File: src/rtl/mips_load_pkg.sv
// Shared encodings for the MEM-stage load path: ReqOp codes, FSM states, lane widths.
// LOAD_UNALIGNED_EN makes LWL/LWR legal; without it they take the error path.
package mips_load_pkg;

    typedef enum logic [2:0] {
        OP_LB   = 3'b000,
        OP_LH   = 3'b001,
        OP_LWL  = 3'b010,
        OP_LW   = 3'b011,
        OP_LBU  = 3'b100,
        OP_LHU  = 3'b101,
        OP_LWR  = 3'b110,
        OP_RSVD = 3'b111
    } loadOpT;

    typedef enum logic [1:0] {
        IDLE = 2'd0,
        WAIT = 2'd1,
        RESP = 2'd2
    } lruStateT;

    localparam int BYTE_W = 8;
    localparam int HALF_W = 16;
    localparam int WORD_W = 32;

    // k is the byte offset inside the addressed word
    function automatic logic opLegal(input loadOpT op, input logic [1:0] k);
        logic legal;
        legal = 1'b0;
        case (op)
            OP_LB, OP_LBU: legal = 1'b1;
            OP_LH, OP_LHU: legal = ~k[0];
            OP_LW:         legal = (k == 2'b00);
`ifdef LOAD_UNALIGNED_EN
            OP_LWL, OP_LWR: legal = 1'b1;
`else
            OP_LWL, OP_LWR: legal = 1'b0;
`endif
            default:       legal = 1'b0;
        endcase
        return legal;
    endfunction

endpackage

File: src/rtl/load_lane_extract.sv
// Combinational lane select and sign/zero extension of a loaded word, plus LWL/LWR merge.
// Also consumed by the forwarding logic, so it stays purely combinational.
module load_lane_extract
    import mips_load_pkg::*;
(
    input  logic [WORD_W-1:0] Word,
    input  logic [1:0]        K,
    input  loadOpT            Op,
    input  logic [WORD_W-1:0] RegOld,
    output logic [WORD_W-1:0] Result
);

    logic [BYTE_W-1:0] laneByte;
    logic [HALF_W-1:0] laneHalf;
    logic [4:0]        shL;
    logic [4:0]        shR;

    always_comb begin
        laneByte = Word[{K, 3'b000} +: BYTE_W];
        laneHalf = K[1] ? Word[31:16] : Word[15:0];
        shL      = {2'd3 - K, 3'b000};
        shR      = {K, 3'b000};
        Result   = '0;
        case (Op)
            OP_LB:   Result = {{24{laneByte[7]}}, laneByte};
            OP_LBU:  Result = {24'd0, laneByte};
            OP_LH:   Result = {{16{laneHalf[15]}}, laneHalf};
            OP_LHU:  Result = {16'd0, laneHalf};
            OP_LW:   Result = Word;
            OP_LWL:  Result = (Word << shL) | (RegOld & ~(32'hFFFF_FFFF << shL));
            OP_LWR:  Result = (Word >> shR) | (RegOld & ~(32'hFFFF_FFFF >> shR));
            default: Result = '0;
        endcase
    end

endmodule

File: src/rtl/load_read_unit.sv
// MEM-stage load reader: one outstanding word read, timeout guard, one-cycle result strobe.
// LOAD_UNALIGNED_EN (see mips_load_pkg) enables LWL/LWR.
module load_read_unit
    import mips_load_pkg::*;
#(
    parameter int DATA_W  = 32,
    parameter int ADDR_W  = 32,
    parameter int TIMEOUT = 15
) (
    input  logic              Clk,
    input  logic              Reset,
    input  logic              ReqValid,
    output logic              ReqReady,
    input  logic [ADDR_W-1:0] ReqAddr,
    input  logic [2:0]        ReqOp,
    input  logic [4:0]        ReqDest,
    input  logic [DATA_W-1:0] RegOld,
    output logic              MemRdEn,
    output logic [ADDR_W-1:0] MemAddr,
    input  logic [DATA_W-1:0] MemRdData,
    input  logic              MemRdValid,
    output logic              LoadValid,
    output logic [DATA_W-1:0] LoadData,
    output logic [4:0]        LoadDest,
    output logic              LoadErr
);

    localparam logic [7:0] TIMER_LAST = 8'(TIMEOUT - 1);

    lruStateT          state, stateNext;
    logic [7:0]        timer;
    logic [1:0]        kQ;
    loadOpT            opQ;
    logic [4:0]        destQ;
    logic [DATA_W-1:0] regOldQ;
    logic [DATA_W-1:0] extData;
    logic              reqFire, reqLegal, dataHit, timeoutHit;

    assign ReqReady   = (state == IDLE);
    assign reqFire    = ReqValid && ReqReady;
    assign reqLegal   = opLegal(loadOpT'(ReqOp), ReqAddr[1:0]);
    // MemRdEn marks the first WAIT cycle; a response there is too early to be ours
    assign dataHit    = (state == WAIT) && MemRdValid && !MemRdEn;
    assign timeoutHit = (state == WAIT) && (timer == TIMER_LAST);

    load_lane_extract uExtract (
        .Word   (MemRdData),
        .K      (kQ),
        .Op     (opQ),
        .RegOld (regOldQ),
        .Result (extData)
    );

    always_comb begin
        stateNext = state;
        case (state)
            IDLE:    if (reqFire) stateNext = reqLegal ? WAIT : RESP;
            WAIT:    if (dataHit || timeoutHit) stateNext = RESP;
            RESP:    stateNext = IDLE;
            default: stateNext = IDLE;
        endcase
    end

    always_ff @(posedge Clk) begin
        if (Reset) begin
            state     <= IDLE;
            timer     <= '0;
            kQ        <= '0;
            opQ       <= OP_LB;
            destQ     <= '0;
            regOldQ   <= '0;
            MemRdEn   <= 1'b0;
            MemAddr   <= '0;
            LoadValid <= 1'b0;
            LoadData  <= '0;
            LoadDest  <= '0;
            LoadErr   <= 1'b0;
        end else begin
            state     <= stateNext;
            MemRdEn   <= 1'b0;
            LoadValid <= 1'b0;
            case (state)
                IDLE: begin
                    if (reqFire && reqLegal) begin
                        kQ      <= ReqAddr[1:0];
                        opQ     <= loadOpT'(ReqOp);
                        destQ   <= ReqDest;
                        regOldQ <= RegOld;
                        timer   <= '0;
                        MemRdEn <= 1'b1;
                        MemAddr <= {ReqAddr[ADDR_W-1:2], 2'b00};
                    end else if (reqFire) begin
                        LoadValid <= 1'b1;
                        LoadErr   <= 1'b1;
                        LoadData  <= '0;
                        LoadDest  <= ReqDest;
                    end
                end
                WAIT: begin
                    if (dataHit) begin
                        LoadValid <= 1'b1;
                        LoadErr   <= 1'b0;
                        LoadData  <= extData;
                        LoadDest  <= destQ;
                    end else if (timeoutHit) begin
                        LoadValid <= 1'b1;
                        LoadErr   <= 1'b1;
                        LoadData  <= '0;
                        LoadDest  <= destQ;
                    end else begin
                        timer <= timer + 8'd1;
                    end
                end
                default: ;
            endcase
        end
    end

endmodule
File: config.mk
export PLATFORM = sky130hd
export DESIGN_NAME = load_read_unit
export DESIGN_NICKNAME = d
export VERILOG_FILES = /design/src/rtl/mips_load_pkg.sv /design/src/rtl/load_lane_extract.sv /design/src/rtl/load_read_unit.sv
export SDC_FILE = /design/constraint.sdc
export NUM_CORES = 1
export LEC_CHECK = 0
export CORE_MARGIN = 3
export CORE_UTILIZATION = 40
export DETAILED_ROUTE_END_ITERATION = 8
export PLACE_DENSITY_LB_ADDON = 0.08
export SYNTH_ARGS = -nofsm -noshare
export SYNTH_HDL_FRONTEND = slang
export SYNTH_HIERARCHICAL = 1
export SYNTH_SLANG_ARGS = --single-unit
File: constraint.sdc
create_clock -name Clk -period 2 [get_ports Clk]
set_input_delay 0.4 -clock Clk [delete_from_list [all_inputs] [get_ports Clk]]
set_output_delay 0.4 -clock Clk [all_outputs]
set_load 0.005 [all_outputs]
==> flow_metrics.tcl <==
set metrics [dict create \
    syn-cell-area_sq_um 6140 \
    synth_edf_count 0 \
    min-delay-path-class "input port to register" \
    whs_ns 0.375 \
    multi_input_area_sq_um 3360 \
    regArea_sq_um 2450 \
    fill_cells 1261 \
    pwr-share-comb_pct 17.5 \
    cts_tree "done" \
    grt_antenna_before_repair 0 \
    yosysTopAreaCellShare_pct 39.8 \
    p_clk_share_pct 45.7 \
    routed_wl_microns 21200 \
    hpwl_microns 15600 \
    tightestPinTransition_ns 0.509 \
    synth_top_flop_cell "dfxtp_1" \
    viasPerCell 5.71 \
    slowest_delay_ns 0.55 \
    r2r_start "kQ[1]$_SDFFE_PP0P_" \
    routabilityCongestion 0.916 \
    grt_max_degree 38 \
    drc 0 \
    skew_ns 0.00708 \
    diodes 0 \
    ant_nets 0 \
    regToRegEndpoint "LoadData[15]$_SDFFE_PP0P_" \
    fin_crit_ns 1.92 \
    hold_viol_final 0 \
    cts_buffer_depth 2 \
    ys_types 58 \
    dp_slack_ns -0.158 \
    p_sw_uw 1840 \
    cap_violations 0 \
    max-vdd-ir-drop_v 0.000688 \
    synth-adder-area-share_pct 0.407 \
    clk_pin_slew_ns 0.06 \
    syn_area_per_cell_sq_um 8.68 \
    grt.total_usage_pct 25.1 \
    crit_cells 5 \
    cts_hold_buf 0 \
    whs_path_depth 2 \
    p_per_area_nw_per_um2 784 \
    h-tree-depth 4 \
    drive_gt1_share_pct 16.0 \
    power_frac_seq_pct 36.8 \
    wl_per_cell_microns 19.0 \
    intPower_uw 5340 \
    synthTopCellsByArea "dfxtp_1 40%, nand2_1 11%, a21oi_1 7.2%" \
    crit_chain "buf_12 > mux4_2 > a21oi_1 > nand4_1 > a22o_1" \
    rsz0062_at_grt "no" \
    synth_top_family_by_area "compound AO/OA/AOI/OAI gates" \
    synth_compound_area_share_pct 23.1 \
    num_rows 44 \
    max_freq_mhz 520 \
    critPathTopFamily "flip-flops" \
    fin_nets 1031 \
    synth_most_common_cell "nand2_1" \
    reg2reg_depth 5 \
    overflow 0 \
    cp_max_fo 29 \
    cts_setup_buffers 0 \
    end_kind "register" \
    core-area_sq_um 14800 \
    muxShareOfSynthArea_pct 12.2 \
    start_util_pct 41.6 \
    relSlewSlack_pct 65.9 \
    die_area_sq_um 16900 \
    final_max_slew_viol_count 0 \
    io_pins 181 \
    dr.pass1.iters 5 \
    p_leak_uw 0.00330 \
    yosys-top-cells-count "179 x nand2_1, 122 x dfxtp_1, 88 x a21oi_1, 34 x mux2i_1, 32 x a22o_1" \
    r2r_slack_ns 0.08 \
    grt_pass1_wl_microns 33000 \
    cts_root_buffer "clkbuf_16" \
    yosys_warnings 6 \
    worstPathRequired_ns 2.31 \
    syn_to_final_growth_pct 49.1 \
    async_flop_share_pct 0 \
    synthXorXnorAreaFrac_pct 0 \
    cp_data_arrival_time_ns 2.23 \
    synth_seq_area_share_pct 39.8 \
    vias 6386 \
    report.power.total_uw 7180 \
    min_from "Reset" \
    grt_pass1_vias 6304 \
    holdPathEnd "state[0]$_SDFFE_PP0P_" \
    die_w_microns 130 \
    finalSetupTns_ns 0 \
    dr.first_iter.drc_count 485 \
    port_buffers 178 \
    worstSetupPathType "register to register" \
    finalCritPeriodShare_pct 96.2 \
    die_height_microns 130 \
    setup_viol 0 \
    fin_ws_ns 0.0763 \
    crit_path_start_kind "register" \
    synth_cells 708 \
    synth_top_area_cell "dfxtp_1" \
    synthSimpleGateAreaFrac_pct 18.5 \
    status "complete, no violations" \
    cts_sinks 122 \
    cts_made_buffers 17 \
    cp_slowest_cell "dfxtp_2" \
    path_buf_inv 1 \
    clock_latency_ns 0.42 \
    power.share.switching_pct 25.6 \
    ys_ff_latch 122 \
]
## flip-flops by register name, summed over array words and instances, names as in the netlist
signal,count
LoadData,32
LoadDest,5
LoadErr,1
LoadValid,1
MemAddr,30
MemRdEn,1
destQ,5
kQ,2
opQ,3
regOldQ,32
state,2
timer,8
## metrics by stage
| stage | area [sq um] | utilization, % | std cells |
|---|---|---|---|
| floorplan | 6150 | - | 709 |
| global placement | 8510 | 57.7 | 1086 |
| detailed placement | 8510 | 57.7 | 1086 |
| CTS | 9150 | 62.0 | 1118 |
| global route | 9160 | 62.1 | 1118 |
| finish | 9160 | 62.1 | 1118 |
## layout make-up
cell class	instances	share of cell area [%]
Sequential cell	122	26.7
Clock buffer	19	4.84
Clock inverter	13	2.10
Timing Repair Buffer	254	26.9
Multi-Input combinational cell	521	36.7
Tap cell	184	2.51
Inverter	5	0.205
## logic make-up after synthesis
logic type / count (synthesis)
buffers and inverters: 66
multiplexers: 54
adder cells (fa/ha/maj): 2
AND/OR/NAND/NOR: 258
AO/OA/AOI/OAI: 205
flip-flops: 122
other: 1
## power by group through the flow
stage / combinational (uW) / clock (uW) / sequential [uW]
floorplan: 606 / 0 / 2650
finish: 1260 / 3280 / 2640
global placement: 1230 / 0 / 2690
global route: 1360 / 3470 / 2650
CTS: 1260 / 3340 / 2640
detailed placement: 1240 / 0 / 2690
## timing repair
item | in CTS | in global routing
setup endpoints to repair | 1 | 4
resized for setup | 2 | 2
pin swaps | 0 | 1
## routing by layer
| metal | share of wire [%] | track usage [%] | vias up |
|---|---|---|---|
| met1 | 42 | 31.8 | 3043 |
| met4 | 3.9 | 11.1 | 0 |
| met3 | 8.3 | 8.43 | 45 |
| li1 | - | - | 3017 |
| met2 | 46 | 39.2 | 281 |
| met5 | 0 | 0 | - |
## worst max path at each step
stage / start / to / slack [ns]
after detailed placement: MemRdData[15] / LoadData[29]$_SDFFE_PP0P_ / -0.16
after CTS: state[0]$_SDFFE_PP0P_ / ReqReady / 0.03
final: kQ[1]$_SDFFE_PP0P_ / LoadData[15]$_SDFFE_PP0P_ / 0.08
after global placement: MemRdData[15] / LoadData[29]$_SDFFE_PP0P_ / -0.14
after floorplan: kQ[1]$_SDFFE_PP0P_ / LoadData[23]$_SDFFE_PP0P_ / 0.29
after global routing: state[1]$_SDFFE_PP0P_ / ReqReady / 0.02
## cells in the final DEF (no fill, tap or decap), drive strengths merged, types with 7 or more instances in the layout
cell type	n
nand2	179
clkdlybuf4s50	177
dfxtp	122
a21oi	89
buf	77
mux2i	34
a22o	32
nand3	31
clkbuf	19
a22oi	16
mux4	16
nor2	13
o21ai	13
o211ai	11
a31oi	7
a222oi	7
nor3	7
inv	7
Note: power is estimated with default switching activity, not from simulation.
